==> src/rtl/threshold_monitor_pkg.sv <==
// Shared types and widths for the threshold monitor.
package threshold_monitor_pkg;

  localparam int DATA_W = 8;
  localparam int CNT_W  = 4;

  typedef enum logic [1:0] {
    IDLE     = 2'b00,
    COUNTING = 2'b01,
    TRIPPED  = 2'b10
  } mon_state_t;

endpackage

==> src/rtl/threshold_monitor_ule_cmp8.sv <==
// Unsigned A <= B, taken as the carry-out of B + ~A + 1 through an explicit ripple chain.
module ule_cmp8
  import threshold_monitor_pkg::*;
(
  input  logic [DATA_W-1:0] A,
  input  logic [DATA_W-1:0] B,
  output logic              O
);

  logic [DATA_W-1:0] a_n;
  logic [DATA_W:0]   carry;

  assign a_n      = ~A;
  assign carry[0] = 1'b1;

  for (genvar i = 0; i < DATA_W; i++) begin : g_chain
    assign carry[i+1] = (B[i] & a_n[i]) | (carry[i] & (B[i] ^ a_n[i]));
  end

  assign O = carry[DATA_W];

endmodule

==> src/rtl/threshold_monitor.sv <==
// Counts consecutive samples at or below a programmable threshold and raises a sticky alarm.
//   state    | meaning
//   IDLE     | no qualifying run in progress, COUNT=0
//   COUNTING | 0 < COUNT < N_HITS consecutive hits seen
//   TRIPPED  | COUNT=N_HITS, ALARM held until ACK
module threshold_monitor
  import threshold_monitor_pkg::*;
#(
  parameter int N_HITS = 4
) (
  input  logic              CLK,
  input  logic              RESETN,
  input  logic              LOAD,
  input  logic [DATA_W-1:0] THRESH,
  input  logic              VALID,
  input  logic [DATA_W-1:0] DATA,
  input  logic              ACK,
  output logic              HIT,
  output logic              ALARM,
  output logic [CNT_W-1:0]  COUNT
);

  localparam logic [CNT_W-1:0] N_HITS_C = CNT_W'(N_HITS);

  mon_state_t        state, state_nxt;
  logic [CNT_W-1:0]  count, count_nxt;
  logic [CNT_W-1:0]  count_inc;
  logic [DATA_W-1:0] thresh_q;
  logic              hit_q;
  logic              cmp_le;

  ule_cmp8 u_cmp (
    .A (DATA),
    .B (thresh_q),
    .O (cmp_le)
  );

  assign count_inc = count + 1'b1;

  always_ff @(posedge CLK) begin
    if (!RESETN) begin
      state    <= IDLE;
      count    <= '0;
      thresh_q <= '1;
      hit_q    <= 1'b0;
    end else begin
      state <= state_nxt;
      count <= count_nxt;
      if (LOAD)  thresh_q <= THRESH;
      if (VALID) hit_q    <= cmp_le;
    end
  end

  always_comb begin
    state_nxt = state;
    count_nxt = count;
    case (state)
      IDLE, COUNTING: begin
        // LOAD restarts the run even if a sample hits in the same cycle
        if (LOAD) begin
          state_nxt = IDLE;
          count_nxt = '0;
        end else if (VALID) begin
          if (cmp_le) begin
            count_nxt = count_inc;
            state_nxt = (count_inc == N_HITS_C) ? TRIPPED : COUNTING;
          end else begin
            count_nxt = '0;
            state_nxt = IDLE;
          end
        end
      end
      TRIPPED: begin
        if (ACK) begin
          state_nxt = IDLE;
          count_nxt = '0;
        end
      end
      default: begin
        state_nxt = IDLE;
        count_nxt = '0;
      end
    endcase
  end

  assign HIT   = hit_q;
  assign ALARM = (state == TRIPPED);
  assign COUNT = count;

endmodule

==> config.mk <==
export PLATFORM = sky130hd
export DESIGN_NAME = threshold_monitor
export DESIGN_NICKNAME = d
export VERILOG_FILES = /design/src/rtl/threshold_monitor_pkg.sv /design/src/rtl/threshold_monitor_ule_cmp8.sv /design/src/rtl/threshold_monitor.sv
export SDC_FILE = /design/constraint.sdc
export NUM_CORES = 1
export LEC_CHECK = 0
export ABC_AREA = 1
export CELL_PAD_IN_SITES_DETAIL_PLACEMENT = 0
export CELL_PAD_IN_SITES_GLOBAL_PLACEMENT = 2
export CORE_MARGIN = 2
export CORE_UTILIZATION = 23
export CTS_CLUSTER_SIZE = 25
export DETAILED_ROUTE_END_ITERATION = 8
export GPL_ROUTABILITY_DRIVEN = 0
export PLACE_DENSITY = 0.79
export SYNTH_ARGS = -nofsm -noshare
export SYNTH_HDL_FRONTEND = slang
export SYNTH_SLANG_ARGS = --single-unit
==> constraint.sdc <==
create_clock -name CLK -period 2.1 [get_ports CLK]
set_input_delay 0.63 -clock CLK [delete_from_list [all_inputs] [get_ports CLK]]
set_output_delay 0.63 -clock CLK [all_outputs]
set_load 0.005 [all_outputs]
[Word level (Yosys, flattened, before mapping)]
Cells that the tools add are included.
Widths: inputs -> output; s select.
Operators by class
  equal/unequal tests: 5
  bitwise operators: 32
  reduce and logical (&&, ||, !) cells: 3
  mux-type cells: 11
  add/sub/neg operators: 1
Operators with widths (number)
  $mux 4: 4
  $and 1x1->1: 15
  $mux 2: 5
  $not 8->8: 1
  $or 1x1->1: 8
  $pmux 4 s2: 1
  $xor 1x1->1: 8
  $add 4x1->4 const B: 1
  $eq 4x3->1 const B: 1
  $pmux 2 s2: 1
  $ne 3x3->1 const B: 1
  $eq 2x1->1 const B: 1
  $eq 2x2->1 const B: 1
  $logic_not 2->1: 1
  $ne 2x2->1 const B: 1
  $reduce_and 2->1: 1
  $reduce_or 2->1: 1
Storage, ports and cells
  word-level logic and storage cells: 56
  flip-flop bits (word level): 15
  output and inout port bits: 6

[Logic depth before layout (Yosys ltp)]
Gate-level depths: netlist of the first run.
  depth after elaboration: 21
  depth in mapped cells: 18
  mapped depth without buffers: 18

[Hierarchy]
A second synthesis of the first run with hierarchy kept.
Second synthesis, totals
  cell total of the unflattened synthesis: 122
  area, all modules: 853.3 µm²
By module, submodules not included
  threshold_monitor: cells each 85, times used 1, area an instance 653.1 µm², seq. area each 300.3 µm²
  ule_cmp8: cells each 37, times used 1, area an instance 200.2 µm², seq. area each 0.0 µm²

[Least setup slack after synthesis of the first run]
No wires, ideal clock.
  kind: in2reg
  start: input port DATA[1]
  end: register state[1]
  setup time: 0.123 ns
  stages: 18
  required time: 1.977 ns
  path buffers: 0
  setup slack: 0.298 ns
  data arrival time: 1.679 ns
  cell sequence: inv_1 ha_1 nand2_1 nand2_1 nand2_1 nand2_1 nand2_1 nand2_1 nand2_1 nand2_1 nand2_1 nand2_1 nand2_1 nand2_1 nand2_2 nand2_4 nand2_1 a21oi_1
Between the ends
  cells in the longest elaborated chain, start to end: 20
Ends and longest elaborated chain
  from (decl): RTL line threshold_monitor.sv:16  | input logic [DATA_W-1:0] DATA,
  $not 8->8 *: RTL line threshold_monitor_ule_cmp8.sv:13  | assign a_n = ~A;
  $xor 1x1->1: RTL line threshold_monitor_ule_cmp8.sv:17  | assign carry[i+1] = (B[i] & a_n[i]) | (carry[i] & (B[i] ^ a_n[i]));
  $and 1x1->1: RTL line threshold_monitor_ule_cmp8.sv:17
  $or 1x1->1 *: RTL line threshold_monitor_ule_cmp8.sv:17
  $and 1x1->1 *: RTL line threshold_monitor_ule_cmp8.sv:17
  $or 1x1->1 *: RTL line threshold_monitor_ule_cmp8.sv:17
  $and 1x1->1 *: RTL line threshold_monitor_ule_cmp8.sv:17
  $or 1x1->1 *: RTL line threshold_monitor_ule_cmp8.sv:17
  [... 4 more ...]
  $and 1x1->1 *: RTL line threshold_monitor_ule_cmp8.sv:17
  $or 1x1->1 *: RTL line threshold_monitor_ule_cmp8.sv:17
  $and 1x1->1 *: RTL line threshold_monitor_ule_cmp8.sv:17
  $or 1x1->1 *: RTL line threshold_monitor_ule_cmp8.sv:17
  $mux 2 *: RTL line threshold_monitor.sv:64  | if (cmp_le) begin
  $mux 2 *: RTL line threshold_monitor.sv:63  | end else if (VALID) begin
  $mux 2 *: RTL line threshold_monitor.sv:60  | if (LOAD) begin
  $pmux 2 s2 *: RTL line threshold_monitor.sv:57  | case (state)
  to (signal assigned): RTL line threshold_monitor.sv:47  | state <= state_nxt;
  to (decl): RTL line threshold_monitor.sv:25  | mon_state_t state, state_nxt;
Mark *: on every way between the ends. The rest lies on a longest branch, timed or not. The select of a mux whose other input is x is not followed.
A chain may end at the register's enable or synchronous reset.

[Worst setup path in the final report of the first run]
  start: register state[1]
  end: output port ALARM
Between the ends
  cells in the longest elaborated chain, start to end: 1
Ends and longest elaborated chain
  $eq 2x2->1: RTL line threshold_monitor.sv:87  | assign ALARM = (state == TRIPPED);
  to (decl): RTL line threshold_monitor.sv:19  | output logic ALARM,
Every way passes these cells.

==> results.md, run 1 <==
| Result | Value |
|---|---|
| Count of routing violations after the opening detailed-route iteration | 19 |
| Initial Utilization | 24.4% |
| Post-DR vias/cell | 4.05 |
| Layout cells sized above 1 | 10.5% |
| Library cells used by synthesis | 19 |
| Maximum fanout count along the critical path | 2 |
| Worst hold-check path type | reg -> reg |
| Headroom to the max-slew limit | 80.3% |
| Proportion of synthesized chip area in sequential cells | 36.1% |
| Most common flop cell mapped by yosys | sky130_fd_sc_hd__dfxtp_1 |
| Setup slack after layout | 0.167 ns |
| Chip width | 64.1 um |
| Share of the clock period used by the worst path | 92.1% |
| Post-Synthesis Net Count | 151 |
| Slowest cell on the critical path | sky130_fd_sc_hd__clkdlybuf4s50_1 |
| Kind of start point of the critical path | flip-flop |
| Antenna diode count | 0 |
| Buffer cell driving the clock tree root | sky130_fd_sc_hd__clkbuf_4 |
| Post-Place Worst Slack | -0.335 ns |
| Mean Syn Cell Area | 6.88 um^2 |
| Worst Path Class, Setup | reg -> out |
| Final period demand of the worst path | 1.93 ns |
| Global route overflow | 0 |
| Average wire length per cell after detail routing | 9.16 um |
| Utilization of the core after routing | 35.2% |
| Initial antenna violation count | 0 |
| Delay of the slowest cell on the worst path | 0.52 ns |
| Data arrival time of the worst path | 1.30 ns |
| Num rows | 21 |
| H-tree depth reported by CTS | 1 |
| Netlist area before placement | 832 um^2 |
| RSZ-0062 raised after global routing | no |
| Category of the worst setup path capture point | output port |
| Detailed-route via count | 805 |
| Max Fclk | 517 MHz |
| Worst-case clock buffer depth | 2 |
| Crit path max-delay family | buffers and inverters |
| Warning count from the yosys run | 0 |
| Post-detail-place hpwl | 1460 um |
| P_leak | 0.573 nW |
| Clock sink count | 15 |
| Max-slew violation count | 0 |
| Worst Hold Margin | 0.471 ns |
| Clock latency at the later pin of the worst-skew pair | 0.28 ns |
| Cell area power density | 502 nW/um^2 |
| Net count reported at finish | 184 |
| Final antenna-violating net count | 0 |
| Cell count after synthesis | 121 |
| Port-buffer cells | 26 |
| Die span in y | 64.1 um |
| Maximum number of pins on one net before global-route repair | 10 |
| Critical path data required time | 1.47 ns |
| Max-Cap Viols | 0 |
| Routed wire length | 1820 um |
| Cell-by-cell trace of the critical path | inv_2 > nor2_1 > clkdlybuf4s50_1 |
| Die Outline Area | 4110 um^2 |
| Pin slew with the least headroom to its limit | 0.295 ns |
| Area growth from synthesis to layout | 44.7% |
| Fraction of synthesis flops using an asynchronous set or reset pin | 0% |
| Post-CTS repair timing setup buffer count | 0 |
| GRT Total Usage | 10.2% |
| Worst Clk Skew | 0.00451 ns |
| Number of clock buffers inserted by TritonCTS | 3 |
| DRT Pass-1 Iters | 2 |
| Synthesis-stage register bit count | 15 |
| Wire length of the first global-routing pass | 3210 um |
| Worst IR Drop VDD | 0.250 mV |
| Core outline area | 3420 um^2 |
| Leading cell type in the layout, fill and taps excluded | sky130_fd_sc_hd__nand2_1 |
| Via count of the first global-routing pass | 729 |
| Count of final hold-check violations | 0 |
| Top-Level Pins | 27 |
| Setup violations, final | 0 |
| Number of flops mapped to enable cells by yosys | 0 |
| Remaining routing DRC violations | 0 |
| Clock tree from TritonCTS | built |
| Commonest cells after routing, fill and taps aside | sky130_fd_sc_hd__nand2_1 (40), sky130_fd_sc_hd__clkdlybuf4s50_1 (23), sky130_fd_sc_hd__dfxtp_1 (15), sky130_fd_sc_hd__inv_1 (15) |
| Clock transition at path regs | 0.09 ns |
| Outcome | finished, final reports clean |
| Total Neg Setup Slack | 0 ns |
| Sum of buffers and inverters on the critical path | 2 |
-- layout make-up --
type	instances	area, um^2
clock buffer	4	26.3
tap	46	57.6
fill	391	2210
inverter	21	78.8
timing repair buffer	30	290
sequential	15	300
multi-input combinational	83	450
-- routing by layer --
layer	vias to the layer above	track usage [%]	wire length [um]
li1	437	-	-
met1	349	12.5	873
met2	17	15.6	829
met3	2	3.87	85
met4	0	4.79	34
met5	-	0	0
-- kinds of logic (layout without fill, tap and decap cells) --
kind of cell	Yosys count	count (layout)	share of synthesized area, %
AO/OA/AOI/OAI	9	9	5.71
XOR/XNOR	2	2	2.11
adder cells (fa/ha/maj)	9	9	13.5
buffers and inverters	23	55	10.5
flip-flops	15	15	36.1
AND/OR/NAND/NOR	63	63	32.0
-- cells in the mapped netlist, types with 2 or more instances --
cell,n,area share (%)
sky130_fd_sc_hd__nand3_1,9,5.4
sky130_fd_sc_hd__inv_2,4,1.8
sky130_fd_sc_hd__inv_1,15,6.8
sky130_fd_sc_hd__a21oi_1,7,4.2
sky130_fd_sc_hd__clkinv_1,2,0.90
sky130_fd_sc_hd__nand2_1,41,18
sky130_fd_sc_hd__nor2_1,9,4.1
sky130_fd_sc_hd__ha_1,9,14
sky130_fd_sc_hd__dfxtp_1,15,36
-- flip-flops by register name, indices dropped and copies added, names as in the netlist --
name / count
state: 2
HIT: 1
thresh_q: 8
COUNT: 4
-- path summary, 6_finish.rpt --
kind	slack [ns]	end	from	cells past startpoint
worst min-delay path	0.47	thresh_q[3]	thresh_q[3]	2
worst max-delay path	0.17	ALARM	state[1]	3
worst min register to register	0.47	thresh_q[3]	thresh_q[3]	2
worst max register to register	0.49	COUNT[0]	thresh_q[1]	17
-- through the flow --
step                power (W)  instance area [um^2]  std cells
detailed placement   0.000449                  1170        195
floorplan            0.000382                   832        121
finish               0.000605                  1200        199
CTS                  0.000617                  1190        199
global route         0.000648                  1200        199
global placement     0.000446                  1170        195
-- power breakdown --
part	internal, W	leakage [nW]	switching, W
Sequential	0.000299	0.124	0.00000834
Clock	0.0000737	0.0150	0.0000928
Combinational	0.0000707	0.434	0.0000604
Total	0.000443	0.573	0.000162
-- repair_timing --
item                       CTS  global route
pin swaps                   13             7
setup endpoints to repair    6             6
hold buffers                 0             0
resized for setup            2             3
-- worst min-delay path: stages, from the launching register on --
cell,delay [ns]
sky130_fd_sc_hd__dfxtp_1,0.34
sky130_fd_sc_hd__nand2_1,0.05
sky130_fd_sc_hd__nand3_1,0.05
No activity file was read; power rests on OpenSTA's default activity.
==> inputs of run 2 (changes only) <==
ABC_AREA = 0   (was 1)
CORE_UTILIZATION = 26   (was 23)
SKIP_LAST_GASP = 1   (was not set)
==> run 2 against run 1 <==
  * Worst hold slack gained 0.017 ns
  * Via count grew 0.37%
  * Global-route usage shrank 0.052 points
  * Clock skew grew 0.0028 ns
  * Critical path depth shrank 1
  * Power grew 17%
  * Final area grew 25%
  * Fmax shrank 3.2%
  * Flip-flop and latch count is the same
  * Register-to-register slack lost 0.16 ns
==> results.md, run 2 <==
| Result | Value | Delta |
|---|---|---|
| Synthesis-stage register bit count | 15 | unchanged |
| Most common flop cell mapped by yosys | sky130_fd_sc_hd__dfxtp_1 |  |
| Clock tree from TritonCTS | built |  |
| RSZ-0062 raised after global routing | yes |  |
| Number of clock buffers inserted by TritonCTS | 3 | unchanged |
| Top area cells in the synthesized netlist | sky130_fd_sc_hd__dfxtp_1 (34%), sky130_fd_sc_hd__ha_1 (13%), sky130_fd_sc_hd__mux2i_1 (9.0%), sky130_fd_sc_hd__nand2_1 (5.5%), sky130_fd_sc_hd__inv_1 (4.2%) |  |
| Worst Path Class, Setup | reg -> out |  |
| Max-Cap Viols | 0 | unchanged |
| Data arrival time of the worst path | 1.37 ns | +0.07 ns |
| Final period demand of the worst path | 2.00 ns | +0.0641 ns |
| Post-Place Worst Slack | -0.526 ns | -0.191 ns |
| Worst IR Drop VDD | 0.260 mV | +3.9% |
| DRT Pass-1 Iters | 3 | +1 |
| Count of routing violations after the opening detailed-route iteration | 31 | +12 |
| Synth cell count leaders | sky130_fd_sc_hd__dfxtp_1 (15), sky130_fd_sc_hd__nand2_1 (13), sky130_fd_sc_hd__inv_1 (10) |  |
| Max-slew violation count | 0 | unchanged |
| Post-synthesis cell type with the largest combined area | sky130_fd_sc_hd__dfxtp_1 |  |
| Met1 capacity usage during global routing | 12.0% | -0.45 points |
| Clock latency at the later pin of the worst-skew pair | 0.29 ns | about the same |
| Comb pwr share | 31.9% | +10 points |
| Antenna diode count | 0 | unchanged |
| Warning count from the yosys run | 0 | unchanged |
| Routed wire length | 2100 um | +15% |
| Worst-case clock buffer depth | 2 | unchanged |
| Proportion of synthesized chip area in sequential cells | 33.9% | -2.2 points |
| Net count reported at finish | 168 | -8.7% |
| Worst Hold Margin | 0.488 ns | +0.0169 ns |
| Netlist area before placement | 887 um^2 | +6.6% |
| Cell area power density | 472 nW/um^2 | -6.1% |
| Worst hold-check path type | reg -> reg |  |
| Number of flops mapped to enable cells by yosys | 0 | unchanged |
| Leading cell type in the layout, fill and taps excluded | sky130_fd_sc_hd__clkdlybuf4s50_1 |  |
| Share of cell area taken by muxes after synthesis | 9.03% | +9.0 points |
| Top-Level Pins | 27 | unchanged |
| Global-route track usage on met2 | 17.6% | +2.0 points |
| Kind of start point of the critical path | flip-flop |  |
| Post-detail-place hpwl | 1490 um | +1.4% |
| Die span in y | 62.4 um | -2.7% |
| Footprint of the multi-input gates | 726 um^2 | +61% |
| Total Power Consumption | 0.000708 W | +17% |
| Fraction of the mapped netlist area in compound gates | 18.2% | +12 points |
| Grt peak-use layer | met2 |  |
| Global route overflow | 0 | unchanged |
| Sequential Area | 304 um^2 | +1.3% |
| Layout filler cell count | 344 | -12% |
| Share of the clock period used by the worst path | 95.1% | +3.1 points |
| Fraction of synthesis flops using an asynchronous set or reset pin | 0% | unchanged |
| Final antenna-violating net count | 0 | unchanged |
| Die Outline Area | 3900 um^2 | -5.3% |
| Library cells used by synthesis | 29 | +10 |
| P_leak | 0.644 nW | +12% |
| Post-Synthesis Net Count | 129 | -15% |
| Headroom to the max-slew limit | 71.3% | -9.0 points |
| Chip width | 62.4 um | -2.7% |
| Post-synthesis share of cell area spent on full adders, half adders and majority gates | 12.7% | -0.84 points |
| Initial Utilization | 26.8% | +2.4 points |
| Simple-gate share of the synthesized area | 20.0% | -12 points |
| Share of total power in sequential cells | 43.8% | -7.0 points |
| Cell count after synthesis | 99 | -18% |
| Portion of total power attributed to the clock network | 24.3% | -3.2 points |
| Port-buffer cells | 26 | unchanged |
| Detailed-route via count | 808 | +0.37% |
| Core outline area | 3310 um^2 | -3.1% |
| Max Fclk | 501 MHz | -3.2% |
| Clock sink count | 15 | unchanged |
| Maximum fanout count along the critical path | 4 | +2 |
| H-tree depth reported by CTS | 1 | unchanged |
| Internal | 0.000504 W | +14% |
| Mean Syn Cell Area | 8.96 um^2 | +30% |
| Average wire length per cell after detail routing | 11.5 um | +25% |
| Initial antenna violation count | 0 | unchanged |
| Setup violations, final | 0 | unchanged |
| Commonest cells after routing, fill and taps aside | sky130_fd_sc_hd__clkdlybuf4s50_1 (18), sky130_fd_sc_hd__dfxtp_1 (14), sky130_fd_sc_hd__nand2_1 (13) |  |
| Critical path data required time | 1.47 ns | about the same |
| Num rows | 21 | unchanged |
| Wire length of the first global-routing pass | 3210 um | unchanged |
| Buffer cell driving the clock tree root | sky130_fd_sc_hd__clkbuf_4 |  |
| Outcome | finished, final reports clean |  |
| Remaining routing DRC violations | 0 | unchanged |
| Filler-free cell count of the finished design | 183 | -8.0% |
| Clock transition at path regs | 0.10 ns | about the same |
| Leading cell type by number of instances after synthesis | sky130_fd_sc_hd__dfxtp_1 |  |
| Maximum number of pins on one net before global-route repair | 12 | +2 |
| Post-DR vias/cell | 4.42 | +9.1% |
| Flip-flop count of the largest register, all copies and words added | 8 | unchanged |
| Met3 usage in global routing | 2.70% | -1.2 points |
| Share of the synthesized area in the top cell type | 33.9% | -2.2 points |
| Dominant combinational cell family by area after synthesis | simple AND/OR/NAND/NOR gates |  |
| Count of final hold-check violations | 0 | unchanged |
| Number of buffers inserted by hold repair at cts | 0 | unchanged |
| Switch Pwr | 0.000204 W | +26% |
| Post-placement cell count | 177 | -9.2% |
| Area growth from synthesis to layout | 69.1% |  |
| Setup slack after layout | 0.103 ns | -0.0641 ns |
| Share of the synthesized netlist area taken by xor and xnor gates | 0.987% | -1.1 points |
| GRT Total Usage | 10.1% | -0.052 points |
| Category of the worst setup path capture point | output port |  |
| Switching share of power | 28.8% | +2.0 points |
| Pin slew with the least headroom to its limit | 0.431 ns | +0.136 ns |
| Reg with most FFs | thresh_q |  |
| Via count of the first global-routing pass | 749 | +2.7% |
| Layout cells sized above 1 | 32.1% | +22 points |
| Worst Clk Skew | 0.00734 ns | +0.00283 ns |
==> run 2: cell types whose count changed after synthesis, moves of 2 or more <==
| cell | previous run | this run |
|---|---|---|
| sky130_fd_sc_hd__a21boi_1 | 0 | 4 |
| sky130_fd_sc_hd__a21oi_1 | 7 | 4 |
| sky130_fd_sc_hd__clkinv_1 | 2 | 0 |
| sky130_fd_sc_hd__inv_1 | 15 | 10 |
| sky130_fd_sc_hd__inv_2 | 4 | 0 |
| sky130_fd_sc_hd__mux2i_1 | 0 | 8 |
| sky130_fd_sc_hd__nand2_1 | 41 | 13 |
| sky130_fd_sc_hd__nand3_1 | 9 | 2 |
| sky130_fd_sc_hd__nor2_1 | 9 | 6 |
| sky130_fd_sc_hd__nor2b_1 | 0 | 6 |
| sky130_fd_sc_hd__o21ai_0 | 1 | 3 |
| sky130_fd_sc_hd__o21ai_1 | 0 | 2 |
==> run 2: critical path: stages (launching register included) <==
cell and delay, ns:
sky130_fd_sc_hd__dfxtp_4 0.40, sky130_fd_sc_hd__nor2b_2 0.16, sky130_fd_sc_hd__clkdlybuf4s50_1 0.52
==> run 2: cells by family after synthesis <==
kind of cell	Yosys count
buf+inv	12
compound gates	19
xor+xnor	1
fa+ha+maj	9
mux	8
flops	15
simple gates	35
==> run 2: repair_timing <==
item / in CTS / in global routing
buffers inserted: 2 / 2
pin swaps: 12 / 8
resized for setup: 22 / 27
endpoints found under the setup margin: 8 / 8
==> run 2: stage by stage <==
stage | setup TNS (ns) | utilization [%] | cell area (um^2)
2_1_floorplan | 0 | - | 887
3_3_place_gp | -3.27 | 37.9 | 1260
3_5_place_dp | -3.25 | 37.9 | 1260
4_1_cts | -0.0248 | 41.8 | 1380
5_1_grt | -0.0202 | 45.3 | 1500
6_report | 0 | 45.3 | 1500
==> run 2: worst paths after layout <==
path | startpoint | to | slack, ns | cells past startpoint
hold reg to reg | COUNT[3] | COUNT[3] | 0.49 | 2
setup / recovery | state[1] | ALARM | 0.10 | 2
hold / removal | COUNT[3] | COUNT[3] | 0.49 | 2
setup reg to reg | thresh_q[4] | state[0] | 0.33 | 8
==> run 2: metal layers <==
layer | vias up | wire, um
li1 | 415 | -
met1 | 368 | 936
met2 | 22 | 1010
met3 | 3 | 132
met4 | 0 | 22
met5 | - | 0
==> run 2: power groups by stage <==
| stage | registers (W) | clock network (W) | logic, W |
|---|---|---|---|
| 2_1_floorplan | 0.000312 | 0 | 0.0000783 |
| 3_3_place_gp | 0.000313 | 0 | 0.000156 |
| 3_5_place_dp | 0.000313 | 0 | 0.000157 |
| 4_1_cts | 0.000309 | 0.000181 | 0.000193 |
| 5_1_grt | 0.000312 | 0.000190 | 0.000244 |
| 6_report | 0.000310 | 0.000172 | 0.000226 |
==> run 2: layout make-up <==
| class | instances | area share (%) |
|---|---|---|
| Tap cell | 46 | 3.84 |
| Multi-Input combinational cell | 72 | 48.4 |
| Timing Repair Buffer | 36 | 23.3 |
| Inverter | 10 | 2.50 |
| Sequential cell | 15 | 20.3 |
| Clock buffer | 4 | 1.75 |
